$ cat src/rtl/m10k_arbiter_if.sv
`default_nettype none
// ============================================================================
//  Module   : m10k_arbiter_if
//  Purpose  : Bundles the two requester handshakes and the M10K memory
//             command/data lines that connect to the round-robin arbiter.
//             "master" is the environment side (requesters + memory),
//             "slave" is the arbiter side.
//  Revision : 1.0  initial release
// ============================================================================
interface m10k_arbiter_if #(
    parameter int ADDR_W = 5,
    parameter int DATA_W = 4
);
    // Requester 0
    logic              req0;
    logic              we0;
    logic [ADDR_W-1:0] addr0;
    logic [DATA_W-1:0] wdata0;
    logic              gnt0;
    logic              rvalid0;
    logic [DATA_W-1:0] rdata0;

    // Requester 1
    logic              req1;
    logic              we1;
    logic [ADDR_W-1:0] addr1;
    logic [DATA_W-1:0] wdata1;
    logic              gnt1;
    logic              rvalid1;
    logic [DATA_W-1:0] rdata1;

    // Memory side
    logic [ADDR_W-1:0] mem_address;
    logic [DATA_W-1:0] mem_data_in;
    logic              mem_write;
    logic [DATA_W-1:0] mem_data_out;

    modport master (
        output req0, we0, addr0, wdata0,
        input  gnt0, rvalid0, rdata0,
        output req1, we1, addr1, wdata1,
        input  gnt1, rvalid1, rdata1,
        input  mem_address, mem_data_in, mem_write,
        output mem_data_out
    );

    modport slave (
        input  req0, we0, addr0, wdata0,
        output gnt0, rvalid0, rdata0,
        input  req1, we1, addr1, wdata1,
        output gnt1, rvalid1, rdata1,
        output mem_address, mem_data_in, mem_write,
        input  mem_data_out
    );
endinterface
`default_nettype wire

$ cat src/rtl/m10k_arbiter.sv
`default_nettype none
// ============================================================================
//  Module   : m10k_arbiter
//  Purpose  : Two-requester round-robin arbiter/sequencer for a 32x4 M10K
//             block with registered inputs. Each transaction takes three
//             cycles: IDLE (arbitrate) -> ISSUE (memory samples command)
//             -> WAIT (read data valid, captured on the way back to IDLE).
//             Every output is driven from a register.
//  Revision : 1.0  initial release
// ============================================================================
module m10k_arbiter #(
    parameter int ADDR_W = 5,
    parameter int DATA_W = 4
) (
    input  wire logic          clk,
    input  wire logic          rst,
    m10k_arbiter_if.slave      bus
);

    typedef enum logic [1:0] {
        IDLE  = 2'd0,
        ISSUE = 2'd1,
        WAIT  = 2'd2
    } state_t;

    state_t state, state_nxt;

    // Round-robin history and the latched command of the current winner
    logic last_grant, last_grant_nxt;
    logic op_we,      op_we_nxt;
    logic op_owner,   op_owner_nxt;

    // Output registers and their next values
    logic              gnt0_q,    gnt0_nxt;
    logic              gnt1_q,    gnt1_nxt;
    logic              rvalid0_q, rvalid0_nxt;
    logic              rvalid1_q, rvalid1_nxt;
    logic [DATA_W-1:0] rdata0_q,  rdata0_nxt;
    logic [DATA_W-1:0] rdata1_q,  rdata1_nxt;
    logic [ADDR_W-1:0] mem_address_q, mem_address_nxt;
    logic [DATA_W-1:0] mem_data_in_q, mem_data_in_nxt;
    logic              mem_write_q,   mem_write_nxt;

    // Requester 1 wins when it is alone, or on a tie when 0 was served last
    logic pick1;
    assign pick1 = bus.req1 & (~bus.req0 | ~last_grant);

    // Next-state and next-output decode; everything defaults to "hold" or 0
    always_comb begin
        state_nxt       = state;
        last_grant_nxt  = last_grant;
        op_we_nxt       = op_we;
        op_owner_nxt    = op_owner;
        gnt0_nxt        = 1'b0;
        gnt1_nxt        = 1'b0;
        rvalid0_nxt     = 1'b0;
        rvalid1_nxt     = 1'b0;
        rdata0_nxt      = rdata0_q;
        rdata1_nxt      = rdata1_q;
        mem_address_nxt = mem_address_q;
        mem_data_in_nxt = mem_data_in_q;
        mem_write_nxt   = 1'b0;

        unique case (state)
            IDLE: begin
                if (bus.req0 | bus.req1) begin
                    op_owner_nxt    = pick1;
                    op_we_nxt       = pick1 ? bus.we1    : bus.we0;
                    mem_address_nxt = pick1 ? bus.addr1  : bus.addr0;
                    mem_data_in_nxt = pick1 ? bus.wdata1 : bus.wdata0;
                    mem_write_nxt   = pick1 ? bus.we1    : bus.we0;
                    gnt0_nxt        = ~pick1;
                    gnt1_nxt        = pick1;
                    last_grant_nxt  = pick1;
                    state_nxt       = ISSUE;
                end
            end
            ISSUE: begin
                // Memory captures the command at the end of this cycle;
                // address and data stay put, write strobe drops.
                state_nxt = WAIT;
            end
            WAIT: begin
                if (!op_we) begin
                    if (op_owner) begin
                        rdata1_nxt  = bus.mem_data_out;
                        rvalid1_nxt = 1'b1;
                    end else begin
                        rdata0_nxt  = bus.mem_data_out;
                        rvalid0_nxt = 1'b1;
                    end
                end
                state_nxt = IDLE;
            end
            default: begin
                state_nxt = IDLE;
            end
        endcase
    end

    // State, arbitration history and output registers with synchronous reset
    always_ff @(posedge clk) begin
        if (rst) begin
            state         <= IDLE;
            last_grant    <= 1'b1;
            op_we         <= 1'b0;
            op_owner      <= 1'b0;
            gnt0_q        <= 1'b0;
            gnt1_q        <= 1'b0;
            rvalid0_q     <= 1'b0;
            rvalid1_q     <= 1'b0;
            rdata0_q      <= '0;
            rdata1_q      <= '0;
            mem_address_q <= '0;
            mem_data_in_q <= '0;
            mem_write_q   <= 1'b0;
        end else begin
            state         <= state_nxt;
            last_grant    <= last_grant_nxt;
            op_we         <= op_we_nxt;
            op_owner      <= op_owner_nxt;
            gnt0_q        <= gnt0_nxt;
            gnt1_q        <= gnt1_nxt;
            rvalid0_q     <= rvalid0_nxt;
            rvalid1_q     <= rvalid1_nxt;
            rdata0_q      <= rdata0_nxt;
            rdata1_q      <= rdata1_nxt;
            mem_address_q <= mem_address_nxt;
            mem_data_in_q <= mem_data_in_nxt;
            mem_write_q   <= mem_write_nxt;
        end
    end

    assign bus.gnt0        = gnt0_q;
    assign bus.gnt1        = gnt1_q;
    assign bus.rvalid0     = rvalid0_q;
    assign bus.rvalid1     = rvalid1_q;
    assign bus.rdata0      = rdata0_q;
    assign bus.rdata1      = rdata1_q;
    assign bus.mem_address = mem_address_q;
    assign bus.mem_data_in = mem_data_in_q;
    assign bus.mem_write   = mem_write_q;

endmodule
`default_nettype wire

$ cat src/flat_wrapper.sv
// flat-port wrapper written by rule: the top's interface ports become plain ports
module m10k_arbiter_flat 
#(
    parameter int ADDR_W = 5,
    parameter int DATA_W = 4
)
  (clk, rst, bus_req0, bus_we0, bus_addr0, bus_wdata0, bus_gnt0, bus_rvalid0, bus_rdata0, bus_req1, bus_we1, bus_addr1, bus_wdata1, bus_gnt1, bus_rvalid1, bus_rdata1, bus_mem_address, bus_mem_data_in, bus_mem_write, bus_mem_data_out);
  m10k_arbiter_if #(.ADDR_W(ADDR_W), .DATA_W(DATA_W)) bus_i ();
  input  wire logic clk;
  input  wire logic rst;
  input wire logic [$bits(bus_i.req0)-1:0] bus_req0;
  input wire logic [$bits(bus_i.we0)-1:0] bus_we0;
  input wire logic [$bits(bus_i.addr0)-1:0] bus_addr0;
  input wire logic [$bits(bus_i.wdata0)-1:0] bus_wdata0;
  output wire logic [$bits(bus_i.gnt0)-1:0] bus_gnt0;
  output wire logic [$bits(bus_i.rvalid0)-1:0] bus_rvalid0;
  output wire logic [$bits(bus_i.rdata0)-1:0] bus_rdata0;
  input wire logic [$bits(bus_i.req1)-1:0] bus_req1;
  input wire logic [$bits(bus_i.we1)-1:0] bus_we1;
  input wire logic [$bits(bus_i.addr1)-1:0] bus_addr1;
  input wire logic [$bits(bus_i.wdata1)-1:0] bus_wdata1;
  output wire logic [$bits(bus_i.gnt1)-1:0] bus_gnt1;
  output wire logic [$bits(bus_i.rvalid1)-1:0] bus_rvalid1;
  output wire logic [$bits(bus_i.rdata1)-1:0] bus_rdata1;
  output wire logic [$bits(bus_i.mem_address)-1:0] bus_mem_address;
  output wire logic [$bits(bus_i.mem_data_in)-1:0] bus_mem_data_in;
  output wire logic [$bits(bus_i.mem_write)-1:0] bus_mem_write;
  input wire logic [$bits(bus_i.mem_data_out)-1:0] bus_mem_data_out;
  assign bus_i.req0 = bus_req0;
  assign bus_i.we0 = bus_we0;
  assign bus_i.addr0 = bus_addr0;
  assign bus_i.wdata0 = bus_wdata0;
  assign bus_gnt0 = bus_i.gnt0;
  assign bus_rvalid0 = bus_i.rvalid0;
  assign bus_rdata0 = bus_i.rdata0;
  assign bus_i.req1 = bus_req1;
  assign bus_i.we1 = bus_we1;
  assign bus_i.addr1 = bus_addr1;
  assign bus_i.wdata1 = bus_wdata1;
  assign bus_gnt1 = bus_i.gnt1;
  assign bus_rvalid1 = bus_i.rvalid1;
  assign bus_rdata1 = bus_i.rdata1;
  assign bus_mem_address = bus_i.mem_address;
  assign bus_mem_data_in = bus_i.mem_data_in;
  assign bus_mem_write = bus_i.mem_write;
  assign bus_i.mem_data_out = bus_mem_data_out;
  m10k_arbiter #(.ADDR_W(ADDR_W), .DATA_W(DATA_W)) u_core (.clk(clk), .rst(rst), .bus(bus_i));
endmodule
$ cat config.mk
export PLATFORM = sky130hd
export DESIGN_NAME = m10k_arbiter_flat
export DESIGN_NICKNAME = d
export VERILOG_FILES = /design/src/rtl/m10k_arbiter_if.sv /design/src/rtl/m10k_arbiter.sv /design/src/flat_wrapper.sv
export SDC_FILE = /design/constraint.sdc
export NUM_CORES = 1
export LEC_CHECK = 0
export BUFFER_PORTS_ARGS = -buffer_cell sky130_fd_sc_hd__buf_2
export CORE_MARGIN = 2
export CORE_UTILIZATION = 50
export CTS_BUF_LIST = sky130_fd_sc_hd__clkbuf_4
export CTS_CLUSTER_DIAMETER = 50
export DETAILED_ROUTE_END_ITERATION = 7
export PLACE_DENSITY = 0.86
export SYNTH_ARGS = -nofsm -noshare
export SYNTH_HDL_FRONTEND = slang
export SYNTH_SLANG_ARGS = --single-unit
$ cat constraint.sdc
create_clock -name clk -period 2.6 [get_ports clk]
set_input_delay 0.52 -clock clk [delete_from_list [all_inputs] [get_ports clk]]
set_output_delay 0.52 -clock clk [all_outputs]
set_load 0.05 [all_outputs]
==> summary by stage <==
Setup path
Setup slack on the worst reg-to-reg path comes out at 0.77 ns. The endpoint of the most critical setup path is u_core.bus.mem_address[4]. The number of cells on the worst reg-to-reg path is 3. In this run the critical register-to-register path is launched from u_core.state[1].

The capturing point of the worst reg2reg path is u_core.bus.mem_address[4]. At the worst endpoint, the arrival time is roughly 2 ns. STA classifies the critical path startpoint as a flop. The critical-path maximum fanout is 13. The required time reported for the critical path endpoint is ~2.8 ns. The launching element of the worst setup path is u_core.state[1]. The critical path class is reg -> reg. The worst setup path is captured at a flop.

Timing
The worst slew margin relative to its limit is between 40% and 50%. Summed over all failing endpoints, the final setup total negative slack is 0 ns. The tightest hold path in the finished design has a slack of a little over 0.4 ns. The highest attainable clock frequency is 0.5464 GHz. The number of max-slew violations in the final report came to 0.

The slew at the pin closest to its max-slew limit is about 0.85 ns. Setup repair after global routing left no endpoint under its margin. Clock skew on the completed layout was measured at 0.007821 ns.

The minimum clock period is 1.830 ns. Setup slack on the critical path of the routed design comes to 0.7698 ns. The fraction of the cycle the final worst path needs is 70.39%. The count of endpoints failing hold in the final timing report came to 0.

The number of failing setup endpoints in the final timing report is 0.

Final layout
The multi-input combinational cells in the finished layout cover a total of ~500 sq um. The register area is roughly 540 sq um. The commonest non-fill, non-tap cell in the layout is buf_2. The fraction of layout cells with a size suffix above 1 is roughly 38%. The number of fill cells is 167.

The top cell types in the final layout, fill and taps aside, are buf_2 (49), dfxtp_1 (27), nand2_1 (19). Relative to the synthesized area, the layout overhead comes to 24.80%. The count of inserted antenna diode cells is 0. The final layout net count is approximately 190.

Floorplanning
The initial core utilization is between 50% and 60%. The total area inside the core boundary comes to 2002 sq um. The die is 50.47 um tall. The overall die area is 2547 sq um. The horizontal die dimension is 50.47 um.

The floorplan has 16 rows. 50 I/O pins were placed.

Place
At the placement stage, the worst setup path has a slack of 0.8427 ns. Once detailed placement completed, the half-perimeter wirelength came to 1.765 mm. Buffers placed on the I/O ports in this run total 49.

The final weighted congestion of routability-driven global placement is 0.7311.

Clock network
The deepest clock path buffer count is 2. Clock tree synthesis inserted a total of 3 buffers. After clock tree synthesis, the clock-pin slew on the worst setup and hold paths is 0.15 ns.

In this run, post-CTS hold repair placed 0 buffers. The tree is rooted in a clkbuf_4. The number of instances resized during post-cts repair is 0. The H-tree depth is 1. TritonCTS built the clock tree. The number of sinks on the clock net is 27. For the worst-skew pair, the clock arrives at the later sink with an insertion delay of between 0.3 and 0.4 ns.

The buffers inserted during post-CTS setup optimization is 0.

Routing
The number of design-rule violations left by the first detailed-router iteration is 19. After detailed routing, the average wire length per cell comes to around 13 um. In the routed design, unresolved DRC markers number 0.

The routed via count divided by cell count is 5.350. The remaining number of nets flagged by the antenna check after routing is 0. The total wire length after detailed routing is ~2.4 mm. The via total after detailed routing is 979. The first detailed-routing pass ran for 4 iterations.

Global route
Entering global routing, the biggest net connects 26 pins. The number of antenna violations at the first check in global routing came to 0. The met3 capacity usage during global routing is 3.571%. The met1 track utilization from global routing is 25.62%. In this run the most used layer during global routing was met2. The via count of the first global-routing pass was 905. Global routing used roughly a fifth of the available tracks across all layers. The total congestion overflow after global routing is 0. The met2 usage in global routing is 35.09%. The wire length of the first global-routing pass is 4.022 mm.

Power
The maximum VDD drop is 494.6 uV. In this run the static leakage power is 0.6313 nW. The power density normalized to cell area is 635.6 nW/um^2. The overall power consumption is between 0.8 and 0.9 mW.

Logic synthesis
By area, the combinational part of the netlist is dominated by simple AND/OR/NAND/NOR gates. The share of async-settable or async-resettable flops after synthesis is 0%. The count of distinct cell types in the synthesized netlist is 27. In this run the mean area of a mapped cell was 9.816 sq um. The sequential-to-total area share from yosys stat is about 50%.

The most used flip-flop cell after synthesis is dfxtp_1. The number of synthesized flops with an enable pin is 0. The yosys synthesis warning count is 0. In the synthesized netlist, the number of instances is 110.

The area fraction in compound gates after synthesis is 17.96%. The netlist area before placement is 1080 sq um. In the synthesized netlist, mux cells make up 7.416% of the area. The post-synthesis share of cell area spent on and, or, nand and nor gates is a little over a fifth. The synthesized-area fraction occupied by adder cells is 0%. The post-synthesis xor/xnor area fraction is 0%.

The synthesized design contains 27 register bits. The post-synthesis net count is between 100 and 150.

Worst hold path
The classification of the worst-slack hold path is in -> reg.

Run status
The run finished with clean final reports.

Job
The tool flagged a number of max-cap violations equal to 0.
==> per-layer routing <==
metal	part of all wire [%]	wire length (um)
met1	42	1021
met2	50	1204
met3	8.0	195
met4	0.37	9
met5	0	0
==> how the worst min path moves through the flow <==
stage	from	end	slack [ns]	depth (start not counted)
6_report	bus_we1	u_core.bus.mem_write	0.40	2
5_1_grt	bus_we1	u_core.bus.mem_write	0.38	2
4_1_cts	bus_we1	u_core.bus.mem_write	0.39	2
3_5_place_dp	u_core.bus.rdata0[0]	u_core.bus.rdata0[0]	0.48	2
3_3_place_gp	u_core.bus.rdata1[1]	u_core.bus.rdata1[1]	0.47	2
2_1_floorplan	u_core.state[1]	u_core.state[1]	0.48	1
==> worst max-delay path, cell delays in order, from the launching register on <==
cell,delay [ns]
dfxtp_1,0.39
nor2_1,0.68
and2_1,0.48
a311oi_1,0.16
==> synthesized netlist by cell type (2+ instances only) <==
master	n	share of area [%]
a21o_1	2	1.4
a21oi_1	11	5.1
a311oi_1	8	6.5
and2_1	2	1.2
buf_2	3	1.4
clkbuf_1	2	0.70
dfxtp_1	27	50
mux2i_1	8	7.4
nand2_1	19	6.6
nor2_1	9	3.1
nor2b_1	3	1.7
==> cell type report <==
type | count | share of cell area, %
tap | 27 | 2.507
sequential | 27 | 40.11
timing repair buffer | 49 | 18.20
multi-input combinational | 76 | 37.14
clock buffer | 3 | 1.671
clock inverter | 1 | 0.3714
==> state kept, by name (all words and copies together) (netlist names) <==
name,cells
u_core.bus.gnt0,1
u_core.bus.gnt1,1
u_core.bus.mem_address,5
u_core.bus.mem_data_in,4
u_core.bus.mem_write,1
u_core.bus.rdata0,4
u_core.bus.rdata1,4
u_core.bus.rvalid0,1
u_core.bus.rvalid1,1
u_core.last_grant,1
u_core.op_owner,1
u_core.op_we,1
u_core.state,2
==> metrics by stage <==
step                      cells  utilization, %  instance area, sq um
after global routing        183           67.31                  1348
after CTS                   183           67.31                  1348
after global placement      179           65.94                  1320
after detailed placement    179           65.94                  1320
after floorplan             110               -                  1080
final                       183           67.31                  1348
==> power breakdown <==
group	total [mW]	switching [mW]	internal, mW
Sequential	0.463	0.0194	0.443
Combinational	0.214	0.147	0.0668
Clock	0.180	0.123	0.0577
Total	0.856	0.289	0.568
==> cell families after synthesis <==
| kind of cell | count (synthesis) |
|---|---|
| AOI/OAI and AO/OA | 26 |
| muxes | 8 |
| buffers and inverters | 7 |
| DFF | 27 |
| and+or+nand+nor | 42 |
Note: power is estimated with default switching activity, not from simulation.
